**src/rtl/div_if.sv**
```systemverilog
// ---------------------------------------------------------------------------
// div_if -- handshake/result bundle between the sequential divider and its
// requester.
//
// Signals:
//   divStart  requester -> divider  start request (sampled in IDLE only)
//   dividend  requester -> divider  32-bit signed dividend
//   divisor   requester -> divider  32-bit signed divisor
//   divBusy   divider -> requester  division in progress
//   divDone   divider -> requester  one-cycle result-valid pulse
//   DivtoHI   divider -> requester  remainder (HI path)
//   DivtoLO   divider -> requester  quotient (LO path)
//   divZero   divider -> requester  divisor-was-zero flag
//
// Modports: master = requester side, slave = divider side.
// ---------------------------------------------------------------------------
interface div_if;
    logic        divStart;
    logic [31:0] dividend;
    logic [31:0] divisor;
    logic        divBusy;
    logic        divDone;
    logic [31:0] DivtoHI;
    logic [31:0] DivtoLO;
    logic        divZero;

    modport master (
        output divStart, dividend, divisor,
        input  divBusy, divDone, DivtoHI, DivtoLO, divZero
    );

    modport slave (
        input  divStart, dividend, divisor,
        output divBusy, divDone, DivtoHI, DivtoLO, divZero
    );
endinterface

```
**src/rtl/div_seq.sv**
```systemverilog
// ---------------------------------------------------------------------------
// div_seq -- 32-bit signed sequential divider, one restoring step per cycle.
//
// Ports:
//   clk    rising-edge clock
//   reset  synchronous active-high reset
//   bus    div_if.slave: divStart/dividend/divisor in,
//          divBusy/divDone/DivtoHI(remainder)/DivtoLO(quotient)/divZero out
//
// Sequence: IDLE -> RUN (32 steps) -> FIX (sign correction, load outputs)
//           -> DONE (divDone pulse) -> IDLE.
//
// Build option DIV_ZERO_EXC_EN: when defined, a zero divisor goes straight
// from IDLE to DONE with DivtoHI=dividend, DivtoLO=0, divZero=1. When not
// defined, a zero divisor runs the normal iteration (magnitude quotient
// all-ones, magnitude remainder |dividend|) and divZero is tied low.
// ---------------------------------------------------------------------------
module div_seq (
    input  logic clk,
    input  logic reset,
    div_if.slave bus
);
    localparam int DATA_W = 32;

    localparam logic [1:0] IDLE = 2'd0;
    localparam logic [1:0] RUN  = 2'd1;
    localparam logic [1:0] FIX  = 2'd2;
    localparam logic [1:0] DONE = 2'd3;

    logic [1:0]          state;
    logic [5:0]          cnt;
    logic                sign_a;
    logic                sign_b;
    logic [DATA_W-1:0]   quo;     // holds |dividend| at start, shifts into quotient
    logic [DATA_W-1:0]   rem;
    logic [DATA_W-1:0]   dvs;
    logic [DATA_W-1:0]   hi;
    logic [DATA_W-1:0]   lo;
    logic [DATA_W:0]     rem_shift;
    logic [DATA_W:0]     trial;
    logic                zero_trap;

    function automatic logic [DATA_W-1:0] neg(input logic [DATA_W-1:0] u);
        return (~u) + DATA_W'(1);
    endfunction

    // Two's-complement magnitude; 0x80000000 maps to unsigned 0x80000000.
    function automatic logic [DATA_W-1:0] mag(input logic signed [DATA_W-1:0] v);
        return v[DATA_W-1] ? neg(v) : v;
    endfunction

    // Restoring step: shift next dividend bit into the partial remainder and
    // trial-subtract; the borrow bit decides the quotient bit.
    always_comb begin
        rem_shift = {rem, quo[DATA_W-1]};
        trial     = rem_shift - {1'b0, dvs};
    end

`ifdef DIV_ZERO_EXC_EN
    logic zero_flag;

    assign zero_trap   = (bus.divisor == '0);
    assign bus.divZero = zero_flag;

    // Flag is refreshed on every accept and otherwise held.
    always_ff @(posedge clk) begin
        if (reset) begin
            zero_flag <= 1'b0;
        end else if (state == IDLE && bus.divStart) begin
            zero_flag <= zero_trap;
        end
    end
`else
    assign zero_trap   = 1'b0;
    assign bus.divZero = 1'b0;
`endif

    always_ff @(posedge clk) begin
        if (reset) begin
            state  <= IDLE;
            cnt    <= '0;
            sign_a <= 1'b0;
            sign_b <= 1'b0;
            quo    <= '0;
            rem    <= '0;
            dvs    <= '0;
            hi     <= '0;
            lo     <= '0;
        end else begin
            case (state)
                IDLE: begin
                    if (bus.divStart) begin
                        if (zero_trap) begin
                            hi    <= bus.dividend;
                            lo    <= '0;
                            state <= DONE;
                        end else begin
                            sign_a <= bus.dividend[DATA_W-1];
                            sign_b <= bus.divisor[DATA_W-1];
                            quo    <= mag(bus.dividend);
                            dvs    <= mag(bus.divisor);
                            rem    <= '0;
                            cnt    <= '0;
                            state  <= RUN;
                        end
                    end
                end
                RUN: begin
                    if (!trial[DATA_W]) begin
                        rem <= trial[DATA_W-1:0];
                        quo <= {quo[DATA_W-2:0], 1'b1};
                    end else begin
                        rem <= rem_shift[DATA_W-1:0];
                        quo <= {quo[DATA_W-2:0], 1'b0};
                    end
                    cnt <= cnt + 6'd1;
                    if (cnt == 6'd31) begin
                        state <= FIX;
                    end
                end
                FIX: begin
                    // Quotient truncates toward zero; remainder follows the dividend.
                    lo    <= (sign_a ^ sign_b) ? neg(quo) : quo;
                    hi    <= sign_a ? neg(rem) : rem;
                    state <= DONE;
                end
                default: begin
                    state <= IDLE;
                end
            endcase
        end
    end

    assign bus.divBusy = (state == RUN) || (state == FIX);
    assign bus.divDone = (state == DONE);
    assign bus.DivtoHI = hi;
    assign bus.DivtoLO = lo;

endmodule

```
**src/flat_wrapper.sv**
```systemverilog
// flat-port wrapper written by rule: the top's interface ports become plain ports
module div_seq_flat 
  (clk, reset, bus_divStart, bus_dividend, bus_divisor, bus_divBusy, bus_divDone, bus_DivtoHI, bus_DivtoLO, bus_divZero);
  div_if bus_i ();
  input  logic clk;
  input  logic reset;
  input wire logic [$bits(bus_i.divStart)-1:0] bus_divStart;
  input wire logic [$bits(bus_i.dividend)-1:0] bus_dividend;
  input wire logic [$bits(bus_i.divisor)-1:0] bus_divisor;
  output wire logic [$bits(bus_i.divBusy)-1:0] bus_divBusy;
  output wire logic [$bits(bus_i.divDone)-1:0] bus_divDone;
  output wire logic [$bits(bus_i.DivtoHI)-1:0] bus_DivtoHI;
  output wire logic [$bits(bus_i.DivtoLO)-1:0] bus_DivtoLO;
  output wire logic [$bits(bus_i.divZero)-1:0] bus_divZero;
  assign bus_i.divStart = bus_divStart;
  assign bus_i.dividend = bus_dividend;
  assign bus_i.divisor = bus_divisor;
  assign bus_divBusy = bus_i.divBusy;
  assign bus_divDone = bus_i.divDone;
  assign bus_DivtoHI = bus_i.DivtoHI;
  assign bus_DivtoLO = bus_i.DivtoLO;
  assign bus_divZero = bus_i.divZero;
  div_seq u_core (.clk(clk), .reset(reset), .bus(bus_i));
endmodule
```
**config.mk**
```make
export PLATFORM = sky130hd
export DESIGN_NAME = div_seq_flat
export DESIGN_NICKNAME = d
export VERILOG_FILES = /design/src/rtl/div_if.sv /design/src/rtl/div_seq.sv /design/src/flat_wrapper.sv
export SDC_FILE = /design/constraint.sdc
export NUM_CORES = 1
export LEC_CHECK = 0
export ABC_CLOCK_PERIOD_IN_PS = 3600
export CAP_MARGIN = 10
export CORE_AREA = 10 10 226 185
export CTS_BUF_LIST = sky130_fd_sc_hd__clkbuf_4 sky130_fd_sc_hd__clkbuf_8
export DETAILED_ROUTE_END_ITERATION = 12
export DIE_AREA = 0 0 236 195
export HOLD_SLACK_MARGIN = 0.06
export RECOVER_POWER = 100
export SLEW_MARGIN = 20
export SYNTH_ARGS = -nofsm -noshare
export SYNTH_HDL_FRONTEND = slang
export SYNTH_SLANG_ARGS = --single-unit
```
**constraint.sdc**
```tcl
create_clock -name clk -period 3.6 [get_ports clk]
set_input_delay 1.08 -clock clk [delete_from_list [all_inputs] [get_ports clk]]
set_output_delay 1.08 -clock clk [all_outputs]
set_load 0.03 [all_outputs]
```
==> results.json, run 1 <==
{
  "cts-root-buf": "clkbuf_8",
  "dp_hpwl_um": 26140,
  "first_iter_violations": 890,
  "leakage_nw": 5.371,
  "insertion_delay_ns": 0.48,
  "reg2reg_from": "u_core.rem[0]",
  "ys_types": 62,
  "drv_cap": 2,
  "crit_type": "in2reg",
  "reg2reg_depth": 11,
  "drt-total-wl_um": 34210,
  "grt_usage": 0.1447,
  "synth-seq-cells": 170,
  "clk_pin_slew_ns": 0.10,
  "ios": 134,
  "syn_inst": 1436,
  "cts_tree": "done",
  "cp_data_arrival_time_ns": 3.89,
  "fin_area_mm2": 0.01373,
  "end_kind": "flip-flop",
  "yosysTopAreaCellShare": 0.3094,
  "fin_crit_sh": 0.9666,
  "ys_seq_area_frac": 0.3094,
  "grt_max_degree": 80,
  "cp_max_fo": 5,
  "yosys.area.top_type": "dfxtp_1",
  "rsz0062_at_grt": "yes",
  "dp.cells": 2057,
  "die_w_um": 236,
  "gp_routability_congestion": 0.8916,
  "fin_total_pwr_mw": 9.026,
  "final_cell_mix": "nand2_1, dfxtp_1, nor2_1",
  "coreArea_mm2": 0.03756,
  "firstDrtPassIters": 5,
  "final_nets": 1690,
  "grt_pass1_wl_um": 55590,
  "nFillCells": 3837,
  "drc_errors": 0,
  "core.rowCount": 64,
  "r2r-end": "u_core.rem[31]",
  "layout_commonest_cell": "nand2_1",
  "grt_pass1_vias": 10060,
  "netlist_area_mm2": 0.01100,
  "synth_fp_nets": 1545,
  "crit_start": "bus_divisor[8]",
  "avgRoutedWirePerCell_um": 16.37,
  "worst_slew_pin_slew_ns": 1.710,
  "antenna_cells": 0,
  "placed_area_mm2": 0.01328,
  "whs_endpoint": "u_core.dvs[31]",
  "postCtsSetupBuffers": 0,
  "avgSynthCellArea_um2": 7.659,
  "required_ns": 4.01,
  "cts.sinks": 170,
  "ir_drop_v": 0.0004455,
  "hp-start": "u_core.dvs[31]",
  "rrSetupSlack_ns": 0.27,
  "slew_viol_final": 93,
  "place.port_buffers": 132,
  "synth_area_leaders": "dfxtp_1, xor2_1, nand2_1, a211oi_1, nor2_1",
  "synth_edf_count": 0,
  "cts_hold_buf": 0,
  "antenna_found_initial": 0,
  "min_path_type": "reg2reg",
  "die_area_mm2": 0.04602,
  "fmax_mhz": 287.4,
  "async_flop_share": 0,
  "yosys_warnings": 0,
  "power_density_mw_per_mm2": 657.2,
  "regArea_mm2": 0.003403,
  "cts-resized-gates": 0,
  "outcome": "finished, violations left",
  "finalNonFillerCells": 2089,
  "finClkSkew_ns": 0.01689,
  "hold_violations": 0,
  "setup_violations": 0,
  "area_growth_pct": 24.88,
  "die_h_um": 195,
  "h-tree-depth": 4,
  "slew_headroom": -0.1397,
  "crit_path_start_kind": "primary input",
  "drive_above_1_share": 0.09097,
  "min_path_cells": 2,
  "viasPerCell": 5.111,
  "cts_buffers": 17,
  "multi_input_area_mm2": 0.007076,
  "ant_nets": 0,
  "violations": "capacitance limit, slew limit",
  "grt_overflow_total": 0,
  "start_util": 0.2928,
  "cts_buffer_depth": 2,
  "fin_hold_ws_ns": 0.4648,
  "fin_crit_ns": 3.480,
  "ys.flop_type": "dfxtp_1",
  "vias": 10680
}
[how the worst max path moves through the flow]
stage                endpoint  slack [ns]  cells after the start
2_1_floorplan  u_core.dvs[29]        0.09                      9
3_3_place_gp   u_core.dvs[29]       -0.49                     10
3_5_place_dp   u_core.dvs[29]       -0.48                     10
4_1_cts        u_core.dvs[29]        0.04                     10
5_1_grt        u_core.dvs[31]       -0.04                     10
6_report       u_core.dvs[25]        0.12                     10
[cell type report]
class,count,area share
Clock buffer,19,0.01858
Clock inverter,13,0.01221
Inverter,52,0.01421
Multi-Input combinational cell,1119,0.5152
Sequential cell,170,0.2478
Tap cell,495,0.04509
Timing Repair Buffer,221,0.1469
[Yosys cell counts, drive strengths merged, types with 12 or more instances]
| cell | n |
|---|---|
| inv | 52 |
| mux2i | 15 |
| clkbuf | 80 |
| nor2 | 156 |
| o41ai | 15 |
| a211oi | 95 |
| a21oi | 81 |
| nand3 | 13 |
| buf | 12 |
| dfxtp | 170 |
| nor4 | 13 |
| xnor2 | 38 |
| a21o | 20 |
| nor3 | 19 |
| nand2 | 192 |
| or3 | 24 |
| xor2 | 103 |
| o21ai | 90 |
| o31ai | 32 |
| ha | 41 |
| o211ai | 26 |
| nand4 | 28 |
[per-layer routing]
layer / vias to the layer above / wire [um] / GRT usage
li1: 5437 / - / -
met1: 4982 / 17070 / 0.2067
met2: 236 / 15170 / 0.2216
met3: 21 / 1637 / 0.02609
met4: 0 / 327 / 0.02987
met5: - / 0 / 0
[worst max-delay path, stage by stage]
cell             delay [ns]
clkdlybuf4s50_1        0.41
or4_1                  0.54
or2_1                  0.24
or3_4                  0.35
or3_1                  0.37
nand2b_4               0.17
buf_4                  0.18
o31ai_2                0.23
xor2_1                 0.10
a211oi_1               0.22
[cells by family (layout without fill, tap and decap cells)]
group	after synthesis	in the layout	synth area share
compound gates	415	415	0.2513
xor+xnor	141	141	0.1123
fa+ha+maj	42	42	0.04846
buf+inv	147	305	0.05438
flops	170	170	0.3094
mux	15	15	0.01365
other cells	1	1	0.0003410
simple gates	505	505	0.2101
[registers in the layout, indices dropped and copies added (netlist names)]
| register | flops |
|---|---|
| u_core.dvs | 32 |
| u_core.rem | 32 |
| u_core.quo | 32 |
| u_core.sign_a | 1 |
| u_core.sign_b | 1 |
| u_core.state | 2 |
| u_core.bus.DivtoLO | 32 |
| u_core.cnt | 6 |
| u_core.bus.DivtoHI | 32 |
[through the flow]
step                worst slack, ns   TNS, ns    util
detailed placement          -0.4799    -5.731  0.3536
finish                       0.1203         0  0.3657
global route               -0.03673  -0.05841  0.3657
global placement            -0.4933    -5.217  0.3535
CTS                         0.03642         0  0.3649
floorplan                   0.08747         0       -
[power by group]
part / internal (mW) / switching, mW / leakage [nW] / total, mW
sequential: 2.40 / 0.449 / 1.39 / 2.85
combinational: 1.74 / 2.96 / 3.77 / 4.70
clock: 0.718 / 0.767 / 0.210 / 1.48
(Power assumes the default switching activity.)
==> run 2, diff against run 1 <==
--- a/config.mk
+++ b/config.mk
@@ -7,12 +7,13 @@
 export LEC_CHECK = 0
 export ABC_CLOCK_PERIOD_IN_PS = 3600
 export CAP_MARGIN = 10
-export CORE_AREA = 10 10 226 185
+export CORE_AREA = 10 10 203 205
 export CTS_BUF_LIST = sky130_fd_sc_hd__clkbuf_4 sky130_fd_sc_hd__clkbuf_8
 export DETAILED_ROUTE_END_ITERATION = 12
-export DIE_AREA = 0 0 236 195
+export DIE_AREA = 0 0 213 215
 export HOLD_SLACK_MARGIN = 0.06
 export RECOVER_POWER = 100
+export SETUP_SLACK_MARGIN = 0.1
 export SLEW_MARGIN = 20
 export SYNTH_ARGS = -nofsm -noshare
 export SYNTH_HDL_FRONTEND = slang
==> run 2 against run 1 <==
The flow still finishes with violations (capacitance limit, slew limit). Combinational power decreased by 1%. Power decreased by 1.9%. Global-route usage fell by 0.14 points. First-iteration DRC count shrank 40%. Sequential cell count did not move. Via count grew 0.37%.
==> results.json, run 2 (same netlist as run 1, synthesis figures left out) <==
{
  "grt_max_degree": 75,
  "cp_slowest_cell": "or4_4",
  "insertion_delay_ns": 0.49,
  "die_w_um": 213,
  "worst_slew_pin_slew_ns": 1.695,
  "grt_pass1_vias": 10110,
  "required_ns": 3.92,
  "die_area_mm2": 0.04580,
  "layout_commonest_cell": "nand2_1",
  "drive_above_1_share": 0.09381,
  "crit_top_cell": "or3_4",
  "crit_type": "in2reg",
  "slew_viol_final": 22,
  "cts_tree": "done",
  "fin_total_pwr_mw": 8.856,
  "violations": "capacitance limit, slew limit",
  "viasPerCell": 5.166,
  "final_cell_mix": "nand2_1, dfxtp_1, nor2_1",
  "cts_buffer_depth": 2,
  "grt_usage": 0.1434,
  "end_kind": "flip-flop",
  "cp_data_arrival_time_ns": 3.83,
  "antenna_found_initial": 1,
  "outcome": "finished, violations left",
  "drt-total-wl_um": 33630,
  "dp_hpwl_um": 25740,
  "core.rowCount": 71,
  "drv_cap": 1,
  "setup_violations": 0,
  "grt_pass1_wl_um": 53980,
  "clk_pin_slew_ns": 0.09,
  "ant_nets": 0,
  "vias": 10720,
  "worstPathCellList": "clkdlybuf4s50_1 -> or4_4 -> or2_0 -> or3_4 -> or3_4 -> nand2b_4 -> buf_6 -> o31ai_4 -> xor2_1 -> a211oi_1",
  "rsz0062_at_grt": "yes",
  "drc_errors": 0,
  "ios": 134,
  "avgRoutedWirePerCell_um": 16.22,
  "place.port_buffers": 132,
  "finClkSkew_ns": 0.02543,
  "final_nets": 1696,
  "crit_buf_inv": 2,
  "fin_crit_sh": 0.9752,
  "gp_routability_congestion": 0.9290,
  "first_iter_violations": 531,
  "max_stage_delay_ns": 0.52,
  "min_path_type": "reg2reg",
  "start_util": 0.2955,
  "cts.sinks": 170,
  "slew_headroom": -0.1378,
  "grt_overflow_total": 0,
  "fin_crit_ns": 3.511,
  "h-tree-depth": 4,
  "hold_violations": 0,
  "die_h_um": 215,
  "crit_path_start_kind": "primary input",
  "fin_hold_ws_ns": 0.4688,
  "power_density_mw_per_mm2": 644.5,
  "cp_max_fo": 3,
  "crit_family": "simple AND/OR/NAND/NOR gates",
  "leakage_nw": 5.405,
  "area_growth_pct": 24.93,
  "fmax_mhz": 284.8,
  "cts-root-buf": "clkbuf_8",
  "coreArea_mm2": 0.03722,
  "cts_buffers": 17,
  "firstDrtPassIters": 5,
  "ir_drop_v": 0.0004077
}
run 2: worst min-delay path, cell delays in order, from the launching register on:
cell     delay (ns)
dfxtp_1        0.32
nand2_1        0.06
a21oi_1        0.05
run 2: layer usage:
layer / global-route usage / part of all wire / wire length, um
met1: 0.1855 / 0.47 / 15770
met2: 0.2332 / 0.47 / 15770
met3: 0.02925 / 0.040 / 1349
met4: 0.04475 / 0.022 / 745
met5: 0 / 0 / 0
run 2: area by class of cell:
class	count	area, um2
fill	3841	23480
multi-input combinational	1119	7143
sequential	170	3403
timing repair buffer	227	2022
tap	474	593.1
clock buffer	18	247.7
inverter	52	195.2
clock inverter	13	132.6
antenna	1	2.502
run 2: timing repair:
item | in CTS | in global routing
pin swaps | 0 | 8
endpoints found under the hold margin | 0 | 0
resized for setup | 5 | 26
setup buffers | 0 | 0
hold buffers | 0 | 0
setup endpoints to repair | 4 | 44
run 2: power by group:
group | total, mW | internal [mW] | leakage (nW) | switching [mW]
sequential | 2.84 | 2.40 | 1.39 | 0.448
clock | 1.38 | 0.581 | 0.193 | 0.797
combinational | 4.63 | 1.73 | 3.82 | 2.90
total | 8.86 | 4.71 | 5.41 | 4.14
run 2: worst paths after layout:
kind / cells past startpoint / from / endpoint / slack (ns)
min: 2 / u_core.dvs[29] / u_core.dvs[29] / 0.47
max reg2reg: 10 / u_core.rem[0] / u_core.rem[31] / 0.26
min reg2reg: 2 / u_core.dvs[29] / u_core.dvs[29] / 0.47
max: 10 / bus_divisor[9] / u_core.dvs[25] / 0.09
run 2: metrics by stage:
step	setup WS (ns)	TNS, ns	util	instance area [um2]	cells
3_3_place_gp	-0.4419	-5.838	0.3571	13290	2042
5_1_grt	0.04447	0	0.3691	13740	2073
6_report	0.08925	0	0.3691	13740	2074
3_5_place_dp	-0.4742	-6.748	0.3571	13290	2042
4_1_cts	0.1088	0	0.3681	13700	2073
2_1_floorplan	0.1488	0	-	11010	1436
==> run 3, diff against run 2 <==
--- a/config.mk
+++ b/config.mk
@@ -5,12 +5,13 @@
 export SDC_FILE = /design/constraint.sdc
 export NUM_CORES = 1
 export LEC_CHECK = 0
+export ABC_AREA = 1
 export ABC_CLOCK_PERIOD_IN_PS = 3600
 export CAP_MARGIN = 10
-export CORE_AREA = 10 10 203 205
+export CORE_AREA = 10 10 219 221
 export CTS_BUF_LIST = sky130_fd_sc_hd__clkbuf_4 sky130_fd_sc_hd__clkbuf_8
 export DETAILED_ROUTE_END_ITERATION = 12
-export DIE_AREA = 0 0 213 215
+export DIE_AREA = 0 0 229 231
 export HOLD_SLACK_MARGIN = 0.06
 export RECOVER_POWER = 100
 export SETUP_SLACK_MARGIN = 0.1
==> run 3 against run 2 <==
The run now ends clean. Highest routed layer is now met5. Non-clock buffer count is 76 lower. Hold slack better by 0.0030 ns. Critical path depth is 3 higher. Core utilization is 2.4 points lower. Largest cell class unchanged. Sequential cell count stayed put. Synthesized cell count is 47% higher. Final cell count is 36% higher. Combinational power is 45% higher.
==> results.json, run 3 <==
{
  "outcome": "finished, final reports clean",
  "place.port_buffers": 132,
  "path_depth": 13,
  "yosysMostFrequentCell": "nand2_1",
  "viasPerCell": 4.766,
  "crit_start": "u_core.rem[4]",
  "die_w_um": 229,
  "hold_violations": 0,
  "reg2reg_from": "u_core.rem[4]",
  "setup_violations": 0,
  "drv_cap": 0,
  "worstPathCellList": "ha_1 -> nand2_1 -> nand2_1 -> a21oi_2 -> nand2_2 -> nand2_2 -> nand2_4 -> nand2_4 -> nand3_2 -> nand2_8 -> nand2_1 -> nand3_1 -> a21oi_1",
  "slew_headroom": 0.04614,
  "cts_tree": "done",
  "crit_family": "simple AND/OR/NAND/NOR gates",
  "reg2reg_depth": 13,
  "cts-resized-gates": 0,
  "finClkSkew_ns": 0.02578,
  "placed_area_mm2": 0.01477,
  "netlist_area_mm2": 0.01290,
  "antenna_cells": 0,
  "coreArea_mm2": 0.04374,
  "final_cell_mix": "nand2_1, inv_1, nor2_1",
  "first_iter_violations": 1165,
  "drive_above_1_share": 0.04813,
  "cts_buffers": 17,
  "grt_pass1_vias": 12390,
  "clk_pin_slew_ns": 0.11,
  "syn_inst": 2118,
  "yosysTopAreaCellShare": 0.2639,
  "antenna_found_initial": 1,
  "end_kind": "flip-flop",
  "crit_type": "reg2reg",
  "cts-root-buf": "clkbuf_8",
  "die_h_um": 231,
  "leakage_nw": 7.311,
  "fin_area_mm2": 0.01509,
  "ir_drop_v": 0.0003840,
  "gp_routability_congestion": 0.9120,
  "avgRoutedWirePerCell_um": 15.61,
  "slew_viol_final": 0,
  "ys_types": 51,
  "insertion_delay_ns": 0.49,
  "cp_max_fo": 25,
  "area_growth_pct": 17.02,
  "synth_fp_nets": 2227,
  "ys_seq_area_frac": 0.2639,
  "cp_data_arrival_time_ns": 3.52,
  "fin_crit_sh": 0.8795,
  "synth_area_leaders": "dfxtp_1, nand2_1, inv_1, a21oi_1, nor2_1",
  "h-tree-depth": 4,
  "vias": 13420,
  "final_nets": 2319,
  "crit_path_start_kind": "flip-flop",
  "cp_slowest_cell": "nand3_2",
  "firstDrtPassIters": 5,
  "crit_end": "u_core.rem[30]",
  "cts_buffer_depth": 2,
  "fin_setup_tns_ns": 0,
  "cts.sinks": 170,
  "power_density_mw_per_mm2": 732.2,
  "cts_hold_buf": 0,
  "synth-seq-cells": 170,
  "max_stage_delay_ns": 0.58,
  "grt_max_degree": 90,
  "postCtsSetupBuffers": 0,
  "die_area_mm2": 0.05290,
  "fin_crit_ns": 3.166,
  "grt_pass1_wl_um": 68680,
  "r2r-end": "u_core.rem[30]",
  "drc_errors": 0,
  "synth_edf_count": 0,
  "min_path_type": "reg2reg",
  "ios": 134,
  "crit_top_cell": "nand2_1",
  "core.rowCount": 77,
  "rrSetupSlack_ns": 0.43,
  "ys.flop_type": "dfxtp_1",
  "grt_usage": 0.1604,
  "fmax_mhz": 315.8,
  "yosys.area.top_type": "dfxtp_1",
  "required_ns": 3.95,
  "async_flop_share": 0,
  "ys_top_cells_by_count": "nand2_1, inv_1, nor2_1, a21oi_1, dfxtp_1",
  "drt-total-wl_um": 43940,
  "ant_nets": 0,
  "layout_commonest_cell": "nand2_1",
  "crit_buf_inv": 0,
  "dp_hpwl_um": 34910,
  "rsz0062_at_grt": "no",
  "worst_slew_pin_slew_ns": 1.431,
  "avgSynthCellArea_um2": 6.089,
  "grt_overflow_total": 0,
  "start_util": 0.2949,
  "yosys_warnings": 0
}
run 3: cell count changes after synthesis, sizes merged, moves of 52 or more:
cell    delta
nand2    +387
inv      +275
a211oi    -94
nor2      +75
a21oi    +107
nand3    +136
xor2      -52
run 3: cell type report:
cell class / instances / area, um2
fill: 4921 / 28650
multi-input combinational: 1542 / 7838
sequential: 170 / 3403
timing repair buffer: 151 / 1458
inverter: 328 / 1231
tap: 592 / 740.7
clock buffer: 21 / 289.0
clock inverter: 11 / 132.6
run 3: cells by family (layout without fill, tap and decap cells):
logic type / Yosys count / count (layout) / share of synthesized area
adder cells (fa/ha/maj): 42 / 42 / 0.04133
other: 1 / 1 / 0.0002908
flip-flops: 170 / 170 / 0.2639
buffers and inverters: 406 / 511 / 0.1238
XOR/XNOR: 76 / 76 / 0.05219
AO/OA/AOI/OAI: 393 / 393 / 0.1733
AND/OR/NAND/NOR: 1030 / 1030 / 0.3453
run 3: report_power, final:
part	internal, mW	total (mW)	leakage [nW]	switching [mW]
Combinational	2.12	6.73	5.71	4.61
Clock	0.704	1.52	0.215	0.812
Sequential	2.38	2.81	1.39	0.425
Total	5.21	11.1	7.31	5.84
run 3: metrics by stage:
step	utilization	setup WS [ns]	std cells	total power, mW	hold WS (ns)
after global placement	0.3377	0.4716	2783	9.658	0.4579
after floorplan	-	1.146	2118	7.606	0.4453
after global routing	0.3450	0.2629	2815	11.99	0.5052
final	0.3450	0.4339	2815	11.05	0.4717
after detailed placement	0.3377	0.4306	2783	9.717	0.4587
after CTS	0.3474	0.5072	2815	11.25	0.4743
run 3: how the worst min path moves through the flow:
stage	startpoint	to	cells past startpoint
finish	u_core.dvs[31]	u_core.dvs[31]	2
CTS	u_core.dvs[31]	u_core.dvs[31]	2
global placement	u_core.dvs[31]	u_core.dvs[31]	2
floorplan	u_core.dvs[31]	u_core.dvs[31]	2
detailed placement	u_core.dvs[31]	u_core.dvs[31]	2
global route	u_core.bus.DivtoHI[14]	u_core.bus.DivtoHI[14]	2
run 3: tightest hold or removal path, stage by stage, from the launching register on:
cell and delay [ns]:
dfxtp_1 0.32, nand2_1 0.06, a21oi_1 0.05
run 3: metal layers:
metal / GRT usage / vias to the layer above / part of all wire
li1: - / 6955 / -
met1: 0.2238 / 6061 / 0.48
met2: 0.2563 / 354 / 0.45
met3: 0.02477 / 43 / 0.060
met4: 0.03269 / 2 / 0.011
met5: 0 / - / 0.00030
==> edit 1 (settings of run 2) <==
Compare `cnt` against `6'd31` with >= in place of ==.
--- a/src/rtl/div_seq.sv
+++ b/src/rtl/div_seq.sv
@@ -115,5 +115,5 @@
                     end
                     cnt <= cnt + 6'd1;
-                    if (cnt == 6'd31) begin
+                    if (cnt >= 6'd31) begin
                         state <= FIX;
                     end
Behaviour: same outputs for any inputs over 4 cycles, from zero or initial values and one cycle with reset high; that may be too few to reach the edited logic, so the function may still have changed.
==> edit 1 against run 2 <==
The run still ends with max-capacitance violations, max-slew violations left. Core utilization up 0.28 points. Hold slack about the same. Non-clock buffer count up 31. Highest routed layer is now met5. Die area unchanged. Clock power up 11%. Area after synthesis down 5.1%. Power up 1.5%. Critical endpoint is now u_core.bus.DivtoHI[31]. Largest cell class unchanged. Sequential cell count unchanged. Final area up 0.76%. Worst setup slack better by 0.015 ns. Routed wire length down 7.2%. Largest power group unchanged.
==> edit 1: results <==
{
  "status": "complete, but fails checks",
  "violations": "max-capacitance violations, max-slew violations",
  "leakage_nw": 5.39,
  "cap_violations": 2,
  "seq_area_frac_synth_pct": 32.6,
  "fillCellCount": 3790,
  "yosys-top-cells-count": "dfxtp_1, nand2_1, nor2_1",
  "fin_ws_ns": 0.104,
  "grt_pass1_wl_um": 50700,
  "slowest_delay_ns": 0.54,
  "vias_per_cell": 4.92,
  "globalplace.congestion": 0.864,
  "power_clock_mw": 1.53,
  "slew_viol_final": 83,
  "hold_start": "u_core.dvs[30]",
  "antenna_found_initial": 7,
  "dp_hpwl_um": 22800,
  "cts_setup_buffers": 26,
  "nMultiInputCombCells": 1024,
  "globalRouteTotalUtil_pct": 13.5,
  "post_dp_cell_area_um2": 12900,
  "dp.cells": 1945,
  "n_all_buffers": 258,
  "grt_max_degree": 69,
  "power_frac_clock_pct": 17.0,
  "grt_pass1_vias": 9625,
  "layout-drive-gt1-share_pct": 14.8,
  "nets": 1632,
  "vias": 9911,
  "buf_share_pct": 16.8,
  "vdd_drop_max_uv": 384,
  "relSlewSlack_pct": -45.5,
  "cts.repair.resized": 87,
  "synth_cell_types": 60,
  "avgSynthCellArea_um2": 7.91,
  "drt_iter0_drc": 585
}
[edit 1: worst paths after layout]
check	end	cells past startpoint
worst max-delay path	u_core.bus.DivtoHI[31]	10
worst min-delay path	u_core.dvs[30]	2
worst max register to register	u_core.bus.DivtoHI[31]	10
worst min register to register	u_core.dvs[30]	2
[edit 1: cells by family after synthesis]
logic type	Yosys count	synth area share, %
compound gates	375	23.6
xor+xnor	147	12.3
fa+ha+maj	42	5.11
buf+inv	126	4.60
flops	170	32.6
mux	38	3.64
other cells	1	0.0359
simple gates	421	18.0
[edit 1: layer usage]
metal  vias up  GRT usage (%)  part of all wire, %
met1      4572           17.3                   47
met5         -              0                0.086
met4         4           3.98                  1.7
met3        38           3.84                  5.8
met2       194           21.6                   46
li1       5103              -                    -
[edit 1: critical path, delay by kind of cell, from the launching register on]
family                    cells  cell delay, ns
xor gates and xnor gates      1            0.20
AOI/OAI and AO/OA             2            0.27
and+or+nand+nor               7            2.53
DFF                           1            0.33
==> edit 2 (settings of run 2) <==
Without the edit above. The option `DIV_ZERO_EXC_EN` is turned on by a define.
--- a/src/rtl/div_seq.sv
+++ b/src/rtl/div_seq.sv
@@ -16,4 +16,6 @@
 // all-ones, magnitude remainder |dividend|) and divZero is tied low.
 // ---------------------------------------------------------------------------
+`define DIV_ZERO_EXC_EN
+
 module div_seq (
     input  logic clk,
Check against the original RTL: not equivalent (Yosys sat finds a counterexample within 4 cycles, from zero or initial values and one cycle with reset high).
==> edit 2 against run 2 <==
The run still ends with max-capacitance violations, max-slew violations left. Core utilization grew 1.1 points. Routed wire length up 7.2%. Final cell count hardly changed. Area after synthesis increased by 0.90%. Power is 19% lower. Combinational power shrank 30%. Worst setup slack better by 0.10 ns. Final area increased by 2.9%. Sequential cell count increased by 1. Register-to-register slack worse by 0.07 ns. Critical path type unchanged.
==> edit 2: results <==
{
  "port_buffers": 133,
  "globalRouteTotalUtil_pct": 15.3,
  "timing.rr.start": "u_core.quo[31]",
  "cap_violations": 1,
  "cp.arrival_ns": 3.75,
  "layout-drive-gt1-share_pct": 12.0,
  "synth_area_um2": 11100,
  "n_all_buffers": 255,
  "grtUsageMet1_pct": 20.0,
  "status": "complete, but fails checks",
  "ys_ff_latch": 171,
  "grt_pass1_vias": 10200,
  "dp_hpwl_um": 28800,
  "grt_max_degree": 60,
  "nets": 1694,
  "startpoint": "bus_dividend[10]",
  "crit_end": "u_core.quo[28]",
  "antenna_found_initial": 0,
  "grt_use_met2_pct": 25.9,
  "globalplace.congestion": 0.890,
  "tightestPinTransition_ns": 1.67,
  "fillCellCount": 3857,
  "fin_worst_skew_ns": 0.0172,
  "rrSetupSlack_ns": 0.19,
  "slew_viol_final": 43,
  "violations": "max-capacitance violations, max-slew violations",
  "seq_area_frac_synth_pct": 30.8,
  "met2RoutedLength_um": 17200,
  "final_cells": 2073,
  "drt_iter0_drc": 700,
  "num-nonclk-inverters": 56,
  "met1_length_um": 16700
}
[edit 2: power groups by stage]
stage | Clock (mW) | Combinational [mW] | Sequential [mW]
floorplan | 0 | 2.18 | 2.46
CTS | 1.56 | 3.28 | 2.44
finish | 1.53 | 3.24 | 2.45
global placement | 0 | 3.24 | 2.48
detailed placement | 0 | 3.27 | 2.49
global route | 1.63 | 3.57 | 2.49
[edit 2: timing repair]
item / in CTS / in global routing
resized for setup: 0 / 6
hold buffers: 0 / 0
endpoints found under the setup margin: 0 / 34
hold endpoints to repair: 0 / 0
buffers inserted: 0 / 2
[edit 2: cells by family (layout without fill, tap and decap cells)]
group,Yosys count,after routing,synth area share [%]
AO/OA/AOI/OAI,424,424,25.0
XOR/XNOR,149,149,11.8
adder cells (fa/ha/maj),42,42,4.80
buffers and inverters,141,343,5.40
flip-flops,171,171,30.8
multiplexers,37,37,3.34
other,0,1,0
AND/OR/NAND/NOR,432,432,18.9
